<file path="config.mk">
export PLATFORM = sky130hd
export DESIGN_NAME = slink_apb_tgt_pkt
export DESIGN_NICKNAME = d
export VERILOG_FILES = /design/src/rtl/slink_apb_tgt_pkt.sv
export SDC_FILE = /design/constraint.sdc
export NUM_CORES = 1
export LEC_CHECK = 0
export CELL_PAD_IN_SITES_DETAIL_PLACEMENT = 0
export CELL_PAD_IN_SITES_GLOBAL_PLACEMENT = 2
export CORE_MARGIN = 2
export CORE_UTILIZATION = 19
export DETAILED_ROUTE_END_ITERATION = 8
export PLACE_DENSITY = 0.89
export RECOVER_POWER = 25
export SKIP_LAST_GASP = 1
export SYNTH_ARGS = -nofsm -noshare
export SYNTH_HDL_FRONTEND = slang
export SYNTH_SLANG_ARGS = --single-unit
</file>
<file path="constraint.sdc">
create_clock -name apb_clk -period 2.02 [get_ports apb_clk]
set_input_delay 0.404 -clock apb_clk [delete_from_list [all_inputs] [get_ports apb_clk]]
set_output_delay 0.404 -clock apb_clk [all_outputs]
set_load 0.03 [all_outputs]
</file>
<file path="src/rtl/slink_apb_tgt_pkt.sv">
// APB target that tunnels each access as a request packet and completes it from the
// returned response packet. Define SLINK_APB_TGT_TIMEOUT_EN to enable the response timeout.
module slink_apb_tgt_pkt #(
    parameter logic [7:0] APB_READ_DT      = 8'h30,
    parameter logic [7:0] APB_READ_RSP_DT  = 8'h31,
    parameter logic [7:0] APB_WRITE_DT     = 8'h32,
    parameter logic [7:0] APB_WRITE_RSP_DT = 8'h33,
    parameter int         TIMEOUT_CYCLES   = 1024
) (
    input  logic        apb_clk,
    input  logic        apb_reset_n,
    input  logic        enable,
    input  logic        apb_psel,
    input  logic        apb_penable,
    input  logic        apb_pwrite,
    input  logic [31:0] apb_paddr,
    input  logic [31:0] apb_pwdata,
    output logic [31:0] apb_prdata,
    output logic        apb_pready,
    output logic        apb_pslverr,
    output logic        a2l_valid,
    input  logic        a2l_ready,
    output logic [87:0] a2l_data,
    input  logic        l2a_valid,
    output logic        l2a_accept,
    input  logic [56:0] l2a_data,
    output logic        rsp_mismatch
);
    typedef enum logic [1:0] {S_IDLE, S_SEND_REQ, S_WAIT_RSP, S_DONE} state_t;

    state_t      r_state;
    state_t      w_state_nxt;
    logic        r_pwrite;
    logic        r_a2l_valid;
    logic [87:0] r_a2l_data;
    logic        r_pready;
    logic        r_pslverr;
    logic [31:0] r_prdata;
    logic        r_mismatch;

    logic        w_a2l_valid_nxt;
    logic [87:0] w_a2l_data_nxt;
    logic        w_pready_nxt;
    logic        w_pslverr_nxt;
    logic [31:0] w_prdata_nxt;
    logic        w_mismatch_nxt;

    logic        w_req_err;
    logic        w_req_go;
    logic [7:0]  w_exp_dt;
    logic        w_rsp_hit;
    logic        w_rsp_miss;
    logic        w_timeout;
    logic        w_stale_drop;
    logic [87:0] w_req_pkt;
    logic        w_unused;

    assign w_req_err  = apb_psel && !enable;
    assign w_req_go   = apb_psel && !apb_penable && enable;
    assign w_exp_dt   = r_pwrite ? APB_WRITE_RSP_DT : APB_READ_RSP_DT;
    assign w_rsp_hit  = (r_state == S_WAIT_RSP) && l2a_valid && (l2a_data[7:0] == w_exp_dt);
    assign w_rsp_miss = (r_state == S_WAIT_RSP) && l2a_valid && (l2a_data[7:0] != w_exp_dt);
    assign w_req_pkt  = apb_pwrite ? {apb_pwdata, apb_paddr, 16'd8, APB_WRITE_DT}
                                   : {32'd0, apb_paddr, 16'd4, APB_READ_DT};
    // Response word count carries no information the target needs.
    assign w_unused   = ^l2a_data[23:8];

`ifdef SLINK_APB_TGT_TIMEOUT_EN
    localparam int CNT_W = $clog2(TIMEOUT_CYCLES + 1);

    logic [CNT_W-1:0] r_to_cnt;
    logic             r_stale;

    assign w_timeout    = (r_state == S_WAIT_RSP) && !w_rsp_hit &&
                          (r_to_cnt == CNT_W'(TIMEOUT_CYCLES - 1));
    // A timed-out request may still be answered later; swallow exactly one such answer.
    assign w_stale_drop = (r_state == S_IDLE) && r_stale && l2a_valid;

    always_ff @(posedge apb_clk) begin
        if (!apb_reset_n) begin
            r_to_cnt <= '0;
            r_stale  <= 1'b0;
        end else begin
            if ((r_state == S_WAIT_RSP) && !w_rsp_hit && !w_timeout)
                r_to_cnt <= r_to_cnt + CNT_W'(1);
            else
                r_to_cnt <= '0;
            if (w_timeout)
                r_stale <= 1'b1;
            else if (w_stale_drop)
                r_stale <= 1'b0;
        end
    end
`else
    logic [31:0] w_unused_timeout;

    assign w_timeout        = 1'b0;
    assign w_stale_drop     = 1'b0;
    assign w_unused_timeout = TIMEOUT_CYCLES;
`endif

    assign l2a_accept = ((r_state == S_WAIT_RSP) && l2a_valid) || w_stale_drop;

    always_ff @(posedge apb_clk) begin
        if (!apb_reset_n)
            r_state <= S_IDLE;
        else
            r_state <= w_state_nxt;
    end

    always_comb begin
        w_state_nxt = r_state;
        case (r_state)
            S_IDLE: begin
                if (w_req_err)
                    w_state_nxt = S_DONE;
                else if (w_req_go)
                    w_state_nxt = S_SEND_REQ;
            end
            S_SEND_REQ: begin
                if (a2l_ready)
                    w_state_nxt = S_WAIT_RSP;
            end
            S_WAIT_RSP: begin
                if (w_rsp_hit || w_timeout)
                    w_state_nxt = S_DONE;
            end
            default: w_state_nxt = S_IDLE;
        endcase
    end

    // Next values of the registered outputs; completion fields are zero except in DONE.
    always_comb begin
        w_a2l_valid_nxt = 1'b0;
        w_a2l_data_nxt  = r_a2l_data;
        w_pready_nxt    = 1'b0;
        w_pslverr_nxt   = 1'b0;
        w_prdata_nxt    = 32'd0;
        w_mismatch_nxt  = r_mismatch | w_rsp_miss;
        case (r_state)
            S_IDLE: begin
                if (w_req_err) begin
                    w_pready_nxt  = 1'b1;
                    w_pslverr_nxt = 1'b1;
                end else if (w_req_go) begin
                    w_a2l_valid_nxt = 1'b1;
                    w_a2l_data_nxt  = w_req_pkt;
                end
            end
            S_SEND_REQ: begin
                w_a2l_valid_nxt = !a2l_ready;
            end
            S_WAIT_RSP: begin
                if (w_rsp_hit) begin
                    w_pready_nxt = 1'b1;
                    if (r_pwrite) begin
                        w_pslverr_nxt = l2a_data[24];
                    end else begin
                        w_pslverr_nxt = l2a_data[56];
                        w_prdata_nxt  = l2a_data[55:24];
                    end
                end else if (w_timeout) begin
                    w_pready_nxt  = 1'b1;
                    w_pslverr_nxt = 1'b1;
                end
            end
            default: ;
        endcase
    end

    always_ff @(posedge apb_clk) begin
        if (!apb_reset_n) begin
            r_pwrite    <= 1'b0;
            r_a2l_valid <= 1'b0;
            r_a2l_data  <= 88'd0;
            r_pready    <= 1'b0;
            r_pslverr   <= 1'b0;
            r_prdata    <= 32'd0;
            r_mismatch  <= 1'b0;
        end else begin
            if ((r_state == S_IDLE) && w_req_go)
                r_pwrite <= apb_pwrite;
            r_a2l_valid <= w_a2l_valid_nxt;
            r_a2l_data  <= w_a2l_data_nxt;
            r_pready    <= w_pready_nxt;
            r_pslverr   <= w_pslverr_nxt;
            r_prdata    <= w_prdata_nxt;
            r_mismatch  <= w_mismatch_nxt;
        end
    end

    assign a2l_valid    = r_a2l_valid;
    assign a2l_data     = r_a2l_data;
    assign apb_pready   = r_pready;
    assign apb_pslverr  = r_pslverr;
    assign apb_prdata   = r_prdata;
    assign rsp_mismatch = r_mismatch;

endmodule

</file>
==> metrics.md <==
| Metric | Value |
|---|---|
| Setup TNS | 0 ns |
| Num CTS Buffers | 9 |
| # Post-CTS Setup Buffers | 0 |
| Worst path cell trace | inv_1, ha_1, nand2_1, inv_1, buf_4 |
| Gate Count Post-Synth | 428 |
| Clock Latency Late Sink | 0.35 ns |
| Residual DRC count | 0 |
| Antenna diodes | 0 |
| Worst path slowest cell | dfxtp_1 |
| WL per Instance | 13.16 um |
| Startpoint Class | flop |
| Clock sinks | 106 |
| Gpl congestion | 0.7140 |
| Fill count | 2147 |
| Drt pass-1 iters | 4 |
| Final number of hold-violating endpoints | 0 |
| Min-Delay Path Class | primary input to flop |
| Worst path most repeated cell | inv_1 |
| Layout Nets | 769 |
| R2R Setup Slk | 0.21 ns |
| First-pass GRT wire length | 18500 um |
| Hold-fix buffers at CTS | 0 |
| Cell family with most CP delay | flip-flops |
| Max VDD drop | 0.4065 mV |
| Design area | 6675 um2 |
| Max cap viols | 0 |
| Worst reg-to-reg path cell count | 7 |
| Post-cts resize count | 0 |
| Hpwl dp | 8533 um |
| Fin util | 32.88% |
| Critical Path RT | 1.62 ns |
| Synth cell types | 32 |
| Pin count of the biggest net entering global routing | 39 |
| Commonest non-fill, non-tap cell in the layout | clkdlybuf4s50_1 |
| Initial Utilization | 19.44% |
| Final Cycle Share | 90.77% |
| Global route total overflow | 0 |
| CTS root buf | clkbuf_16 |
| Yosys warns | 0 |
| Critical path capture point type | primary output |
| Buffers & Inverters on Critical Path | 3 |
| Max Root-Sink Buffers | 2 |
| WHS Path Cells | 2 |
| Commonest cells after routing, fill and taps aside | 215 x clkdlybuf4s50_1, 106 x dfxtp_1, 101 x nand2_1 |
| DR iter-0 viols | 139 |
| CORE AREA | 20300 um2 |
| Post-DRT Antenna Nets | 0 |
| Initial antenna violation count | 0 |
| Max Fanout on Critical Path | 4 |
| RSZ-0062 raised after global routing | no |
| Arrival @ worst endpoint | 1.43 ns |
| Total GRT Usage | 10.82% |
| Share of cells above drive strength 1 | 4.836% |
| Status | finished, final reports clean |
| Leak | 2.368 nW |
| Power Dens Cells | 779.1 nW/um2 |
| H-tree depth | 3 |
| CP peak stage delay | 0.36 ns |
| Cell area after synthesis | 3946 um2 |
| Area Overhead vs Synth | 69.15% |
| Hold slack | 0.3942 ns |
| Area post-placement | 6405 um2 |
| Syn Area/Cell | 9.220 um2 |
| Placed cells | 895 |
| Post-Route WL | 11990 um |
| Die Ht | 148.1 um |
| Worst-path clk slew | 0.07 ns |
| Via count | 3480 |
| Vias in the first global route | 3425 |
| Core Rows | 52 |
| Fmax | 545.4 MHz |
| Buffers on Ports | 218 |
| DIE AREA | 21940 um2 |
| Slew Viols, Final | 0 |
| Critical Path Stages | 5 |
| Register bit total from synthesis | 106 |
| Minimum clock period | 1.834 ns |
| Top Ports | 254 |
| Width of the die | 148.1 um |
| Finish-stage setup viols | 0 |
| Via-per-instance ratio | 3.820 |
| CP Class | flop to primary output |
| Post-Layout Cell Count | 911 |
| Clk_skew | 0.007505 ns |
| CTS tree | built |
| Seq/Total Area, Yosys | 53.77% |
routing by layer:
metal	routed length (um)	part of all wire, %	vias to the layer above	GRT usage (%)
met5	0	0	-	0
met4	145	1.2	0	3.429
met3	917	7.6	7	3.681
met2	5912	49	122	18.52
met1	5015	42	1578	12.76
li1	-	-	1773	-
final timing paths:
path	endpoint	startpoint
max	l2a_accept	r_state[0]
min	r_state[1]	apb_reset_n
max reg2reg	a2l_data[31]	r_state[1]
min reg2reg	a2l_data[33]	a2l_data[33]
cells in the mapped netlist:
| cell type | n | area (um2) |
|---|---|---|
| conb_1 | 1 | 3.750 |
| nand4b_1 | 1 | 8.760 |
| o311a_1 | 1 | 10.01 |
| and4b_1 | 1 | 10.01 |
| and4_1 | 1 | 8.760 |
| nand3_1 | 33 | 165.2 |
| nand3b_1 | 1 | 7.510 |
| o21a_1 | 4 | 30.03 |
| o31a_1 | 1 | 8.760 |
| a21oi_1 | 1 | 5.000 |
| xnor2_1 | 1 | 8.760 |
| a21bo_1 | 1 | 10.01 |
| a2111oi_2 | 1 | 15.01 |
| o21ai_0 | 3 | 15.01 |
| and4bb_2 | 1 | 12.51 |
| inv_1 | 6 | 22.52 |
| nor3_1 | 1 | 5.000 |
| a21boi_1 | 2 | 15.01 |
| buf_1 | 2 | 7.510 |
| buf_4 | 24 | 180.2 |
| mux2i_1 | 1 | 10.01 |
| a31oi_1 | 1 | 6.260 |
| buf_2 | 5 | 25.02 |
| nand2_1 | 101 | 379.1 |
| clkbuf_1 | 20 | 75.07 |
| a21boi_0 | 64 | 480.5 |
| and2_1 | 34 | 212.7 |
| nor3b_1 | 1 | 7.510 |
| dfxtp_1 | 106 | 2122 |
| a221o_1 | 1 | 10.01 |
| nor2b_1 | 3 | 18.77 |
| ha_1 | 4 | 50.05 |
flip-flops by register name (all words and copies together) (netlist names):
signal and flops:
a2l_data 67, apb_prdata 32, r_state 2, a2l_valid 1, apb_pready 1, apb_pslverr 1
r_pwrite 1, rsp_mismatch 1
through the flow:
step                      power (mW)  setup WS [ns]
after detailed placement       3.409       -0.01288
after CTS                      5.318         0.1627
after global placement         3.408       -0.02035
after floorplan                2.906         0.4903
final                          5.201         0.1865
after global routing           5.488        0.05404
cell type report:
| class | count | area [um2] | area share, % |
|---|---|---|---|
| sequential | 106 | 2122 | 31.79 |
| tap | 270 | 337.8 | 5.061 |
| clock inverter | 6 | 73.82 | 1.106 |
| timing repair buffer | 230 | 2298 | 34.43 |
| clock buffer | 10 | 239.0 | 3.580 |
| inverter | 6 | 22.52 | 0.3374 |
| multi-input combinational | 283 | 1582 | 23.69 |
report_power, final:
part | leakage [nW] | switching [mW] | internal [mW]
registers | 0.857 | 0.0563 | 2.19
logic | 1.36 | 0.574 | 0.513
clock network | 0.153 | 0.860 | 1.01
total | 2.37 | 1.49 | 3.71
cells by family (layout without fill, tap and decap cells):
logic type | after synthesis | after routing | synth area share (%)
fa+ha+maj | 4 | 4 | 1.268
simple gates | 178 | 178 | 21.18
mux | 1 | 1 | 0.2537
xor+xnor | 1 | 1 | 0.2220
flops | 106 | 106 | 53.77
buf+inv | 57 | 252 | 7.863
compound gates | 80 | 80 | 15.35
other cells | 1 | 19 | 0.09503
Power figures use the tool's default switching activity.
